===== config.mk =====
export PLATFORM = sky130hd
export DESIGN_NAME = card_datapath_tally
export DESIGN_NICKNAME = d
export VERILOG_FILES = /design/src/rtl/card_datapath_tally.sv
export SDC_FILE = /design/constraint.sdc
export NUM_CORES = 1
export LEC_CHECK = 0
export ABC_AREA = 0
export ABC_CLOCK_PERIOD_IN_PS = 6100
export CAP_MARGIN = 25
export CELL_PAD_IN_SITES_DETAIL_PLACEMENT = 0
export CELL_PAD_IN_SITES_GLOBAL_PLACEMENT = 1
export CORE_MARGIN = 2
export CORE_UTILIZATION = 38
export DETAILED_ROUTE_END_ITERATION = 7
export PLACE_DENSITY_LB_ADDON = 0.1
export RECOVER_POWER = 25
export SETUP_SLACK_MARGIN = 0.3
export SYNTH_ARGS = -nofsm -noshare
export SYNTH_HDL_FRONTEND = slang
export SYNTH_SLANG_ARGS = --single-unit

===== constraint.sdc =====
create_clock -name slow_clock -period 6.1 [get_ports slow_clock]
set_input_delay 1.83 -clock slow_clock [delete_from_list [all_inputs] [get_ports slow_clock]]
set_output_delay 1.83 -clock slow_clock [all_outputs]
set_load 0.01 [all_outputs]

===== src/rtl/card_datapath_tally.sv =====
// Baccarat datapath: six dealt-card registers, combinational hand scores, and
// saturating per-session win/tie tallies driven by the round FSM's win lights.
module card_datapath_tally #(
    parameter int TALLY_W = 8
) (
    input  logic               slow_clock,
    input  logic               resetb,
    input  logic               new_round,
    input  logic [3:0]         new_card,
    input  logic               load_pcard1,
    input  logic               load_pcard2,
    input  logic               load_pcard3,
    input  logic               load_dcard1,
    input  logic               load_dcard2,
    input  logic               load_dcard3,
    input  logic               player_win_light,
    input  logic               dealer_win_light,
    output logic [3:0]         pcard1,
    output logic [3:0]         pcard2,
    output logic [3:0]         pcard3,
    output logic [3:0]         dcard1,
    output logic [3:0]         dcard2,
    output logic [3:0]         dcard3,
    output logic [3:0]         pscore,
    output logic [3:0]         dscore,
    output logic [TALLY_W-1:0] player_wins,
    output logic [TALLY_W-1:0] dealer_wins,
    output logic [TALLY_W-1:0] ties,
    output logic [TALLY_W-1:0] rounds,
    output logic [1:0]         last_result
);

    logic [3:0]         pcard1_q, pcard2_q, pcard3_q;
    logic [3:0]         dcard1_q, dcard2_q, dcard3_q;
    logic [TALLY_W-1:0] player_wins_q, player_wins_d;
    logic [TALLY_W-1:0] dealer_wins_q, dealer_wins_d;
    logic [TALLY_W-1:0] ties_q, ties_d;
    logic [TALLY_W-1:0] rounds_q, rounds_d;
    logic [1:0]         last_result_q, last_result_d;
    logic               win_prev_q;
    logic               armed_q;
    logic               win_any;
    logic               round_end;

    // Face cards, tens and illegal codes all count as zero.
    function automatic logic [3:0] card_val(input logic [3:0] c);
        return (c >= 4'd1 && c <= 4'd9) ? c : 4'd0;
    endfunction

    function automatic logic [3:0] hand_score(input logic [3:0] a, input logic [3:0] b,
                                              input logic [3:0] c);
        logic [4:0] s;
        s = {1'b0, card_val(a)} + {1'b0, card_val(b)} + {1'b0, card_val(c)};
        if (s >= 5'd20) begin
            s = s - 5'd20;
        end else if (s >= 5'd10) begin
            s = s - 5'd10;
        end
        return s[3:0];
    endfunction

    function automatic logic [TALLY_W-1:0] sat_inc(input logic [TALLY_W-1:0] v);
        return (v == {TALLY_W{1'b1}}) ? v : v + 1'b1;
    endfunction

    always_ff @(posedge slow_clock) begin
        if (resetb || new_round) begin
            pcard1_q <= 4'd0;
            pcard2_q <= 4'd0;
            pcard3_q <= 4'd0;
            dcard1_q <= 4'd0;
            dcard2_q <= 4'd0;
            dcard3_q <= 4'd0;
        end else begin
            if (load_pcard1) pcard1_q <= new_card;
            if (load_pcard2) pcard2_q <= new_card;
            if (load_pcard3) pcard3_q <= new_card;
            if (load_dcard1) dcard1_q <= new_card;
            if (load_dcard2) dcard2_q <= new_card;
            if (load_dcard3) dcard3_q <= new_card;
        end
    end

    // armed_q masks the first cycle after reset so lights held through reset never count.
    assign win_any   = player_win_light | dealer_win_light;
    assign round_end = win_any & ~win_prev_q & armed_q;

    always_comb begin
        player_wins_d = player_wins_q;
        dealer_wins_d = dealer_wins_q;
        ties_d        = ties_q;
        rounds_d      = rounds_q;
        last_result_d = last_result_q;
        if (round_end) begin
            rounds_d = sat_inc(rounds_q);
            if (player_win_light && dealer_win_light) begin
                ties_d        = sat_inc(ties_q);
                last_result_d = 2'b11;
            end else if (player_win_light) begin
                player_wins_d = sat_inc(player_wins_q);
                last_result_d = 2'b01;
            end else begin
                dealer_wins_d = sat_inc(dealer_wins_q);
                last_result_d = 2'b10;
            end
        end
    end

    always_ff @(posedge slow_clock) begin
        if (resetb) begin
            player_wins_q <= '0;
            dealer_wins_q <= '0;
            ties_q        <= '0;
            rounds_q      <= '0;
            last_result_q <= 2'b00;
            win_prev_q    <= 1'b0;
            armed_q       <= 1'b0;
        end else begin
            player_wins_q <= player_wins_d;
            dealer_wins_q <= dealer_wins_d;
            ties_q        <= ties_d;
            rounds_q      <= rounds_d;
            last_result_q <= last_result_d;
            win_prev_q    <= win_any;
            armed_q       <= 1'b1;
        end
    end

    assign pcard1      = pcard1_q;
    assign pcard2      = pcard2_q;
    assign pcard3      = pcard3_q;
    assign dcard1      = dcard1_q;
    assign dcard2      = dcard2_q;
    assign dcard3      = dcard3_q;
    assign pscore      = hand_score(pcard1_q, pcard2_q, pcard3_q);
    assign dscore      = hand_score(dcard1_q, dcard2_q, dcard3_q);
    assign player_wins = player_wins_q;
    assign dealer_wins = dealer_wins_q;
    assign ties        = ties_q;
    assign rounds      = rounds_q;
    assign last_result = last_result_q;

endmodule


==> qor.csv <==
stage,metric,value,unit
min_path,min_path_type,register to register,
critical_path,cp_top_family,adder cells,
critical_path,critPathMaxFanout,5,
critical_path,crit_buf_inv,2,
yosys,synth.most_common_cell,nor2_1,
min_path,hold_path_depth,2,
floorplanning,die_x,99.4,um
grt,antenna_found_initial,0,
clock_tree,cts_sinks,60,
routing,via_count,2936,
floorplanning,start_util,39.4,%
critical_path,path_class,register to primary output,
critical_path,crit_required,4.27,ns
critical_path,slowest_stage,clkdlybuf4s50_1,
placed_design,dp_hpwl,5660,um
sta,finalSetupViolations,0,
yosys,synth_edf_count,0,
sta,fin_crit,5.61,ns
yosys,yosys-top-cells-count,"nor2_1, dfxtp_1, mux2i_1",
sta,fin_skew,0.0121,ns
critical_path,arrival,3.78,ns
yosys,ys_seq_area_share,34.8,%
clock_tree,hold_buffers,0,
routing,routed_wl,7860,um
layout,nets,497,
routing,drtAntennaViolNets,0,
routing,drtIter0Drc,48,
sta,rsz0062_at_grt,no,
yosys,yosys_most_used_dff,dfxtp_1,
sta,final-hold-violation-count,0,
power,power,0.000983,W
grt,grt_pass1_vias,2758,
critical_path,start_kind,register,
power,power_density,213,nW/um^2
yosys,yosysTopAreaCell,dfxtp_1,
yosys,synth_cells,377,
critical_path,path_cells,"o21ai_0, and2_1, fa_1, ha_1, fa_1, xor2_2, inv_1, ha_1, a2111o_1, a211o_1, nand3_1, clkdlybuf4s50_1",
clock_tree,clk_path_buf_depth,2,
floorplanning,die-area,9870,um^2
critical_path,crit_path_max_incr_delay,0.53,ns
sta,drv_slew,40,
job,maxCapViolCount,1,
yosys,synthArstFlopShare,0,%
routing,wl_per_cell,13.8,um
placed_design,place_congestion,0.818,
yosys,synth_cell_types,50,
floorplanning,io_pins,81,
floorplanning,die_h,99.4,um
grt,track_usage,16.3,%
routing,via_per_inst,5.16,
grt,grt-ovfl-total,0,
sta,slew_headroom,-14.6,%
clock_tree,clkTransAtPathRegs,0.08,ns
critical_path,cp-end-kind,primary output,
status,status,"complete, but fails checks",
layout,drive_above_1_share,8.03,%
yosys,synth.area.top_cells,"dfxtp_1, mux2i_1, nor2_1, fa_1, ha_1",
yosys,syn_area_per_cell,9.17,um^2
floorplanning,num_rows,34,
layout,fill_cells,843,
critical_path,worst_r2r_path_depth,5,
routing,drcViolationCount,0,
status,violations,"capacitance limit, slew limit",
layout,multi_input_area,2160,um^2
yosys,ys_warn_count,0,
layout,n_antenna_cell,0,
power,vdd_drop_max,93.3,uV
power,p_leak,1.86,nW
placed_design,port_buffers,80,
clock_tree,cts-htree-levels,3,
sta,setup_tns,0,ns
yosys,syn_area,3460,um^2
layout,regArea,1200,um^2
floorplanning,core,8760,um^2
yosys,ys_ff_latch,60,
critical_path,cp.depth,12,
clock_tree,cts_buffers,9,
yosys,synth_nets,418,
yosys,synth_top_area_share,34.8,%
sta,tightest_slew,1.72,ns
routing,drt-pass1-iter-count,4,
clock_tree,cts-root-buf,clkbuf_8,
clock_tree,clock_latency,0.34,ns
sta,finalCritPeriodShare,92.0,%
grt,grt_max_degree,40,
grt,grt_first_pass_wirelength,13000,um
sta,fmax,178,MHz
layout,syn_to_final_growth,33.5,%
clock_tree,cts_tree,done,
logic make-up after synthesis:
family / count (synthesis) / synth area share [%]
AND/OR/NAND/NOR: 143 / 22.0
AO/OA/AOI/OAI: 64 / 13.4
adder cells (fa/ha/maj): 26 / 11.6
flip-flops: 60 / 34.8
buffers and inverters: 30 / 3.29
XOR/XNOR: 20 / 5.07
multiplexers: 34 / 9.92
through the flow:
step	setup slack (ns)	cell area (um^2)	utilization, %	std cells	hold WS, ns
6_report	0.488	4610	52.7	569	0.499
5_1_grt	0.302	4610	52.7	569	0.536
4_1_cts	0.352	4600	52.5	568	0.501
3_5_place_dp	0.452	4340	49.5	551	0.484
3_3_place_gp	0.562	4340	49.5	551	0.481
2_1_floorplan	1.15	3460	-	377	0.508
repair_timing:
| action | in CTS | in global routing |
|---|---|---|
| setup endpoints to repair | 2 | 4 |
| gates resized for setup | 3 | 5 |
| buffers inserted | 1 | 1 |
| hold endpoints to repair | 0 | 0 |
where the power goes:
group          internal [W]  switching, W  leakage (nW)  total (W)
registers          0.000401    0.00000921         0.488   0.000410
clock network      0.000262      0.000155         0.122   0.000417
logic             0.0000785     0.0000777          1.25   0.000156
worst register-to-register path: stages (launching register included):
cell      delay, ns
dfxtp_1        0.35
ha_1           0.25
nand3_1        0.11
o221ai_2       0.25
or4_1          0.55
a21oi_1        0.16
flip-flops by register name (all words and copies together), names as in the netlist:
signal and flops:
rounds 8, pcard2 4, dcard1 4, armed_q 1, dealer_wins 8, last_result 2
pcard1 4, pcard3 4, dcard3 4, ties 8, win_prev_q 1, dcard2 4
player_wins 8
area by class of cell:
| class | count | share of cell area (%) |
|---|---|---|
| multi-input cells | 287 | 46.9 |
| flip-flops and latches | 60 | 26.1 |
| repair buffers | 83 | 17.8 |
| clock buffers | 12 | 3.58 |
| well taps | 108 | 2.93 |
| clock inverters | 4 | 1.52 |
| inverters | 15 | 1.22 |
layout by cell type (no fill, tap or decap), types with 3 or more instances in the layout:
cell and instances:
nor2_1 64, o211ai_1 6, nand2_1 6, nor3b_1 6
a21oi_1 12, nand3_1 10, o21ai_0 15, o2111ai_1 6
a211o_1 3, nor2b_1 12, xor2_1 13, clkbuf_8 12
and3_1 5, mux2i_1 32, or3_1 3, nor3_1 3
ha_1 16, o31ai_1 4, fa_1 10, and2_1 12
inv_1 15, nand4_1 3, nand2b_1 3, xnor2_1 5
or4_1 4, dfxtp_1 58, clkdlybuf4s50_1 77
final timing paths:
check,startpoint,to,slack [ns]
max,pcard1[1]$_SDFFE_PP0P_,pscore[1],0.49
min,last_result[1]$_SDFFE_PP0P_,last_result[1]$_SDFFE_PP0P_,0.50
max reg2reg,rounds[0]$_SDFFE_PP0P_,rounds[5]$_SDFFE_PP0P_,4.35
min reg2reg,last_result[1]$_SDFFE_PP0P_,last_result[1]$_SDFFE_PP0P_,0.50
layer usage:
layer	part of all wire [%]	up-vias	track usage [%]
li1	-	1488	-
met1	50	1389	21.7
met2	45	55	25.6
met3	4.2	4	4.22
met4	0.87	0	5.69
met5	0	-	0
No activity file was read; power rests on OpenSTA's default activity.
